**config.mk**
```make
export PLATFORM = sky130hd
export DESIGN_NAME = mux_scan_ctrl
export DESIGN_NICKNAME = d
export VERILOG_FILES = /design/src/rtl/mux_scan_ctrl.sv
export SDC_FILE = /design/constraint.sdc
export NUM_CORES = 1
export LEC_CHECK = 0
export ABC_AREA = 1
export CORE_MARGIN = 10
export CORE_UTILIZATION = 25
export CTS_CLUSTER_DIAMETER = 120
export DETAILED_ROUTE_END_ITERATION = 10
export GPL_ROUTABILITY_DRIVEN = 1
export PLACE_DENSITY_LB_ADDON = 0.25
export SYNTH_ARGS = -nofsm -noshare
export SYNTH_HDL_FRONTEND = slang
export SYNTH_SLANG_ARGS = --single-unit
```
**constraint.sdc**
```tcl
create_clock -name clk -period 1.6 [get_ports clk]
set_input_delay 0.48 -clock clk [delete_from_list [all_inputs] [get_ports clk]]
set_output_delay 0.48 -clock clk [all_outputs]
set_load 0.03 [all_outputs]
```
**src/rtl/mux_scan_ctrl.sv**
```systemverilog
// mux_scan_ctrl: drives an 8:1 mux, steps sel 0..7, streams sampled bits out.
// Optional macro MUX_SCAN_CHECK_EN builds the sample-vs-d_out mismatch flag.
module mux_scan_ctrl #(
    parameter int unsigned HOLD_CYC = 1
) (
    input  logic       clk,
    input  logic       rst_n,
    input  logic       load_valid,
    output logic       load_ready,
    input  logic [7:0] load_data,
    output logic [7:0] d_out,
    output logic [2:0] sel,
    input  logic       mux_in,
    output logic       ser_valid,
    input  logic       ser_ready,
    output logic       ser_data,
    output logic       ser_last,
    output logic       busy,
    output logic       done,
    output logic       err
);

    typedef enum logic [1:0] {
        S_IDLE,
        S_SETTLE,
        S_SAMPLE,
        S_EMIT
    } state_t;

    localparam logic [3:0] LP_RELOAD = 4'(HOLD_CYC - 1);

    state_t     r_state;
    state_t     w_next;
    logic [3:0] r_cnt;
    logic [2:0] r_sel;
    logic [7:0] r_dout;
    logic       r_sv;
    logic       r_sd;
    logic       r_sl;
    logic       r_done;
    logic       r_alive;
    logic       w_accept;
    logic       w_hs;
    logic       w_last_ch;
    logic       w_cnt_zero;

    assign w_last_ch  = (r_sel == 3'd7);
    assign w_cnt_zero = (r_cnt == 4'd0);
    // r_alive keeps load_ready low until the first edge after reset release
    assign w_accept   = (r_state == S_IDLE) && r_alive && load_valid;
    assign w_hs       = (r_state == S_EMIT) && ser_ready;

    assign load_ready = (r_state == S_IDLE) && r_alive;
    assign busy       = (r_state != S_IDLE);
    assign d_out      = r_dout;
    assign sel        = r_sel;
    assign ser_valid  = r_sv;
    assign ser_data   = r_sd;
    assign ser_last   = r_sl;
    assign done       = r_done;

    always_ff @(posedge clk or negedge rst_n) begin
        if (!rst_n) begin
            r_state <= S_IDLE;
        end else begin
            r_state <= w_next;
        end
    end

    always_comb begin
        w_next = r_state;
        unique case (r_state)
            S_IDLE: begin
                if (w_accept) w_next = S_SETTLE;
            end
            S_SETTLE: begin
                if (w_cnt_zero) w_next = S_SAMPLE;
            end
            S_SAMPLE: begin
                w_next = S_EMIT;
            end
            S_EMIT: begin
                if (w_hs) w_next = w_last_ch ? S_IDLE : S_SETTLE;
            end
            default: begin
                w_next = S_IDLE;
            end
        endcase
    end

    always_ff @(posedge clk or negedge rst_n) begin
        if (!rst_n) begin
            r_alive <= 1'b0;
            r_cnt   <= 4'd0;
            r_sel   <= 3'd0;
            r_dout  <= 8'd0;
            r_sv    <= 1'b0;
            r_sd    <= 1'b0;
            r_sl    <= 1'b0;
            r_done  <= 1'b0;
        end else begin
            r_alive <= 1'b1;
            r_done  <= 1'b0;
            unique case (r_state)
                S_IDLE: begin
                    if (w_accept) begin
                        r_dout <= load_data;
                        r_sel  <= 3'd0;
                        r_cnt  <= LP_RELOAD;
                    end
                end
                S_SETTLE: begin
                    if (!w_cnt_zero) r_cnt <= r_cnt - 4'd1;
                end
                S_SAMPLE: begin
                    r_sd <= mux_in;
                    r_sv <= 1'b1;
                    r_sl <= w_last_ch;
                end
                S_EMIT: begin
                    if (w_hs) begin
                        r_sv <= 1'b0;
                        if (w_last_ch) begin
                            r_done <= 1'b1;
                        end else begin
                            r_sel <= r_sel + 3'd1;
                            r_cnt <= LP_RELOAD;
                        end
                    end
                end
                default: begin
                end
            endcase
        end
    end

`ifdef MUX_SCAN_CHECK_EN
    logic r_err;
    logic w_mismatch;

    assign w_mismatch = (mux_in != r_dout[r_sel]);

    always_ff @(posedge clk or negedge rst_n) begin
        if (!rst_n) begin
            r_err <= 1'b0;
        end else if (w_accept) begin
            r_err <= 1'b0;
        end else if ((r_state == S_SAMPLE) && w_mismatch) begin
            r_err <= 1'b1;
        end
    end

    assign err = r_err;
`else
    assign err = 1'b0;
`endif

endmodule

```
==> qor.csv, run 1 <==
stage,metric,value,unit
critical_path,crit_buf_inv,3,
sta,period_needed,1.62,ns
min_path,min_path_type,register to register,
critical_path,crit_fanout,4,
floorplan,start_util,0.263,
clock_tree,numCtsBuffers,3,
routing,num_vias,953,
layout,final_nets,192,
clock_tree,cts_tree,built,
sta,hold_viol,0,
place,dpl_cell_area,0.00156,sq mm
clock_tree,root_buffer,clkbuf_8,
routing,wl_per_cell,12.4,microns
critical_path,cp_top_family,flip-flops,
critical_path,rrSetupSlack,0.11,ns
critical_path,cp-startpoint,r_state[0]$_DFFE_PN0P_,
run_status,violations,setup timing,
place,dpl_worst_slack,-0.149,ns
layout,final_cell_mix,"34 x nand2_1, 21 x dfrtp_1, 13 x buf_4",
synthesis,synth_compound_area_frac,0.0599,
synthesis,synth_top_family_by_area,simple AND/OR/NAND/NOR gates,
floorplan,die-area,0.00782,sq mm
critical_path,crit_required,1.12,ns
clock_tree,cts_max_path_buffers,2,
place,hpwlAfterDp,2160,microns
critical_path,crit_chain,inv_2 > ha_4 > nand2_2 > inv_2 > buf_6,
run,maxCapViolations,0,
clock_tree,htreeDepth,1,
clock_tree,clk_pin_slew_worst_paths,0.09,ns
sta,finalCritPeriodShare,1.01,
synthesis,yosys_register_bits,22,
layout,fillCellCount,479,
clock_tree,holdBufCountCts,0,
synthesis,avgSynthCellArea,9.36,sq um
critical_path,worstPathArrival,1.14,ns
synthesis,yosys.area_share.simple,0.218,
sta,slew_viol_final,0,
routing,drt.antenna.violating_nets,0,
grt,grt_max_degree,23,
layout,layoutNonFillerInstCount,220,
layout,drive_above_1_share,0.268,
critical_path,crit_end,load_ready,
critical_path,cpMaxStageDelayCell,dfrtp_1,
grt,antenna_found_initial,0,
synthesis,synth_warnings,0,
grt,track_usage,0.0755,
routing,drt_iter0_markers,19,
critical_path,r2r-start,sel[1]$_DFFE_PN0P_,
synthesis,synthAdderAreaFrac,0.107,
critical_path,cp.depth,5,
routing,vias_per_cell,4.33,
place,portBuffers,29,
clock_tree,clock-sinks,22,
routing,drt-pass1-iter-count,4,
critical_path,cpMostUsedCell,inv_2,
floorplan,die_h,88.4,microns
clock_tree,clk-insertion-delay-late,0.27,ns
critical_path,r2r_end,r_cnt[1]$_DFFE_PN0P_,
layout,final_core_util,0.381,
floorplan,core,0.00444,sq mm
sta,skew,0.00898,ns
power_and_ir_drop,pwr_density_cell,2070,mW/mm^2
sta,fmax,0.617,GHz
sta,setup_slack,-0.0201,ns
place,globalplace.congestion,0.791,
routing,routed_wl,2730,microns
sta,setup_tns,-0.0201,ns
power_and_ir_drop,leakagePower,0.846,nW
layout,layout.cells.most_common,nand2_1,
critical_path,reg2regPathDepth,7,
synthesis,synthXorXnorAreaFrac,0,
place,dp_cells,211,
synthesis,synthMuxAreaShare,0.0866,
run_status,status,finished with violations,
floorplan,row_count,24,
critical_path,worst_setup_path_start_kind,register,
grt,gr-total-overflow,0,
sta,setup_viol,1,
sta,grt_setup_unrepaired,yes,
power_and_ir_drop,power,3.50,mW
synthesis,ys_types,16,
layout,area_delta_synth_final,44.6,%
sta,hold_ws,0.504,ns
layout,n_antenna_cell,0,
critical_path,critPathMaxStageDelay,0.40,ns
power_and_ir_drop,ir_drop,0.505,mV
floorplan,die_w,88.4,microns
grt,grt_pass1_wl,4670,microns
routing,drc,0,
grt,grt_pass1_vias,1022,
layout,design_area,0.00169,sq mm
critical_path,worstSetupPathType,register to output pin,
critical_path,end_kind,output pin,
synthesis,ys_seq_area_frac,0.471,
floorplan,ios,31,
synthesis,synthCells,125,
synthesis,syn_area,0.00117,sq mm
synthesis,synth_nets,148,
[kinds of logic (layout without fill, tap and decap cells)]
logic type	count (synthesis)	in the layout
other cells	2	2
compound gates	12	12
flops	22	22
mux	9	9
simple gates	55	55
buf+inv	15	58
fa+ha+maj	10	10
[final cells by class]
type / count / area, sq um / share of cell area
multi-input combinational: 88 / 586 / 0.346
sequential: 22 / 552 / 0.326
timing repair buffer: 40 / 365 / 0.216
tap: 52 / 65.1 / 0.0385
inverter: 14 / 52.6 / 0.0311
clock buffer: 3 / 41.3 / 0.0244
clock inverter: 1 / 30.0 / 0.0178
[registers in the layout (all words and copies together), names as in the netlist]
name	cells
d_out	8
r_cnt	4
sel	3
r_state	2
done	1
r_alive	1
ser_data	1
ser_last	1
ser_valid	1
[Yosys cell counts, drive strengths merged]
cell type  instances  area share
nor2              13       0.055
nand2             36        0.12
a21oi              4       0.017
conb               2      0.0064
or2                1      0.0054
o21ai              4       0.017
ha                10        0.11
dfrtp             22        0.47
o21bai             4       0.026
inv               14       0.045
mux2               9       0.087
buf                1      0.0064
nand3              5       0.043
[per-layer routing]
metal  wire (microns)  vias up  GRT usage
met2             1300       27      0.131
met5                0        -          0
met1             1140      446     0.0788
li1                 -      475          -
met4               78        0     0.0529
met3              206        5     0.0184
[worst min-delay path by stage]
stage                               from                    to  slack (ns)  depth (start not counted)
finish              d_out[6]$_DFFE_PN0P_  d_out[6]$_DFFE_PN0P_        0.50                          1
global route        ser_data$_DFFE_PN0P_  ser_data$_DFFE_PN0P_        0.53                          1
CTS                 d_out[6]$_DFFE_PN0P_  d_out[6]$_DFFE_PN0P_        0.51                          1
detailed placement  d_out[6]$_DFFE_PN0P_  d_out[6]$_DFFE_PN0P_        0.49                          1
global placement    d_out[3]$_DFFE_PN0P_  d_out[3]$_DFFE_PN0P_        0.49                          1
floorplan                          rst_n  d_out[0]$_DFFE_PN0P_        0.18                          0
[worst reg2reg max path, stage by stage, from the launching register on]
cell,delay (ns)
dfrtp_2,0.43
ha_1,0.20
ha_1,0.22
nand2_1,0.12
nand3_4,0.15
nor2_4,0.17
nand2_1,0.07
nand2_1,0.07
[what timing repair did]
action / 4_1_cts / 5_1_grt
gates resized for setup: 18 / 8
endpoints found under the setup margin: 14 / 11
pin swaps: 1 / 3
buffers inserted: 1 / 4
[power by group]
group / switching (mW) / total, mW / leakage [nW] / internal, mW
Clock: 0.190 / 0.524 / 0.0357 / 0.334
Combinational: 1.22 / 2.08 / 0.540 / 0.859
Sequential: 0.116 / 0.898 / 0.270 / 0.782
Total: 1.53 / 3.50 / 0.846 / 1.98
Note: power is estimated with default switching activity, not from simulation.
==> run 2: changes to the inputs <==
--- a/config.mk
+++ b/config.mk
@@ -10,7 +10,7 @@
 export CORE_UTILIZATION = 25
 export CTS_CLUSTER_DIAMETER = 120
 export DETAILED_ROUTE_END_ITERATION = 10
-export GPL_ROUTABILITY_DRIVEN = 1
+export GPL_ROUTABILITY_DRIVEN = 0
 export PLACE_DENSITY_LB_ADDON = 0.25
 export SYNTH_ARGS = -nofsm -noshare
 export SYNTH_HDL_FRONTEND = slang
==> results of run 2 <==
Final layout, timing and power as in run 1 (identical DEF).
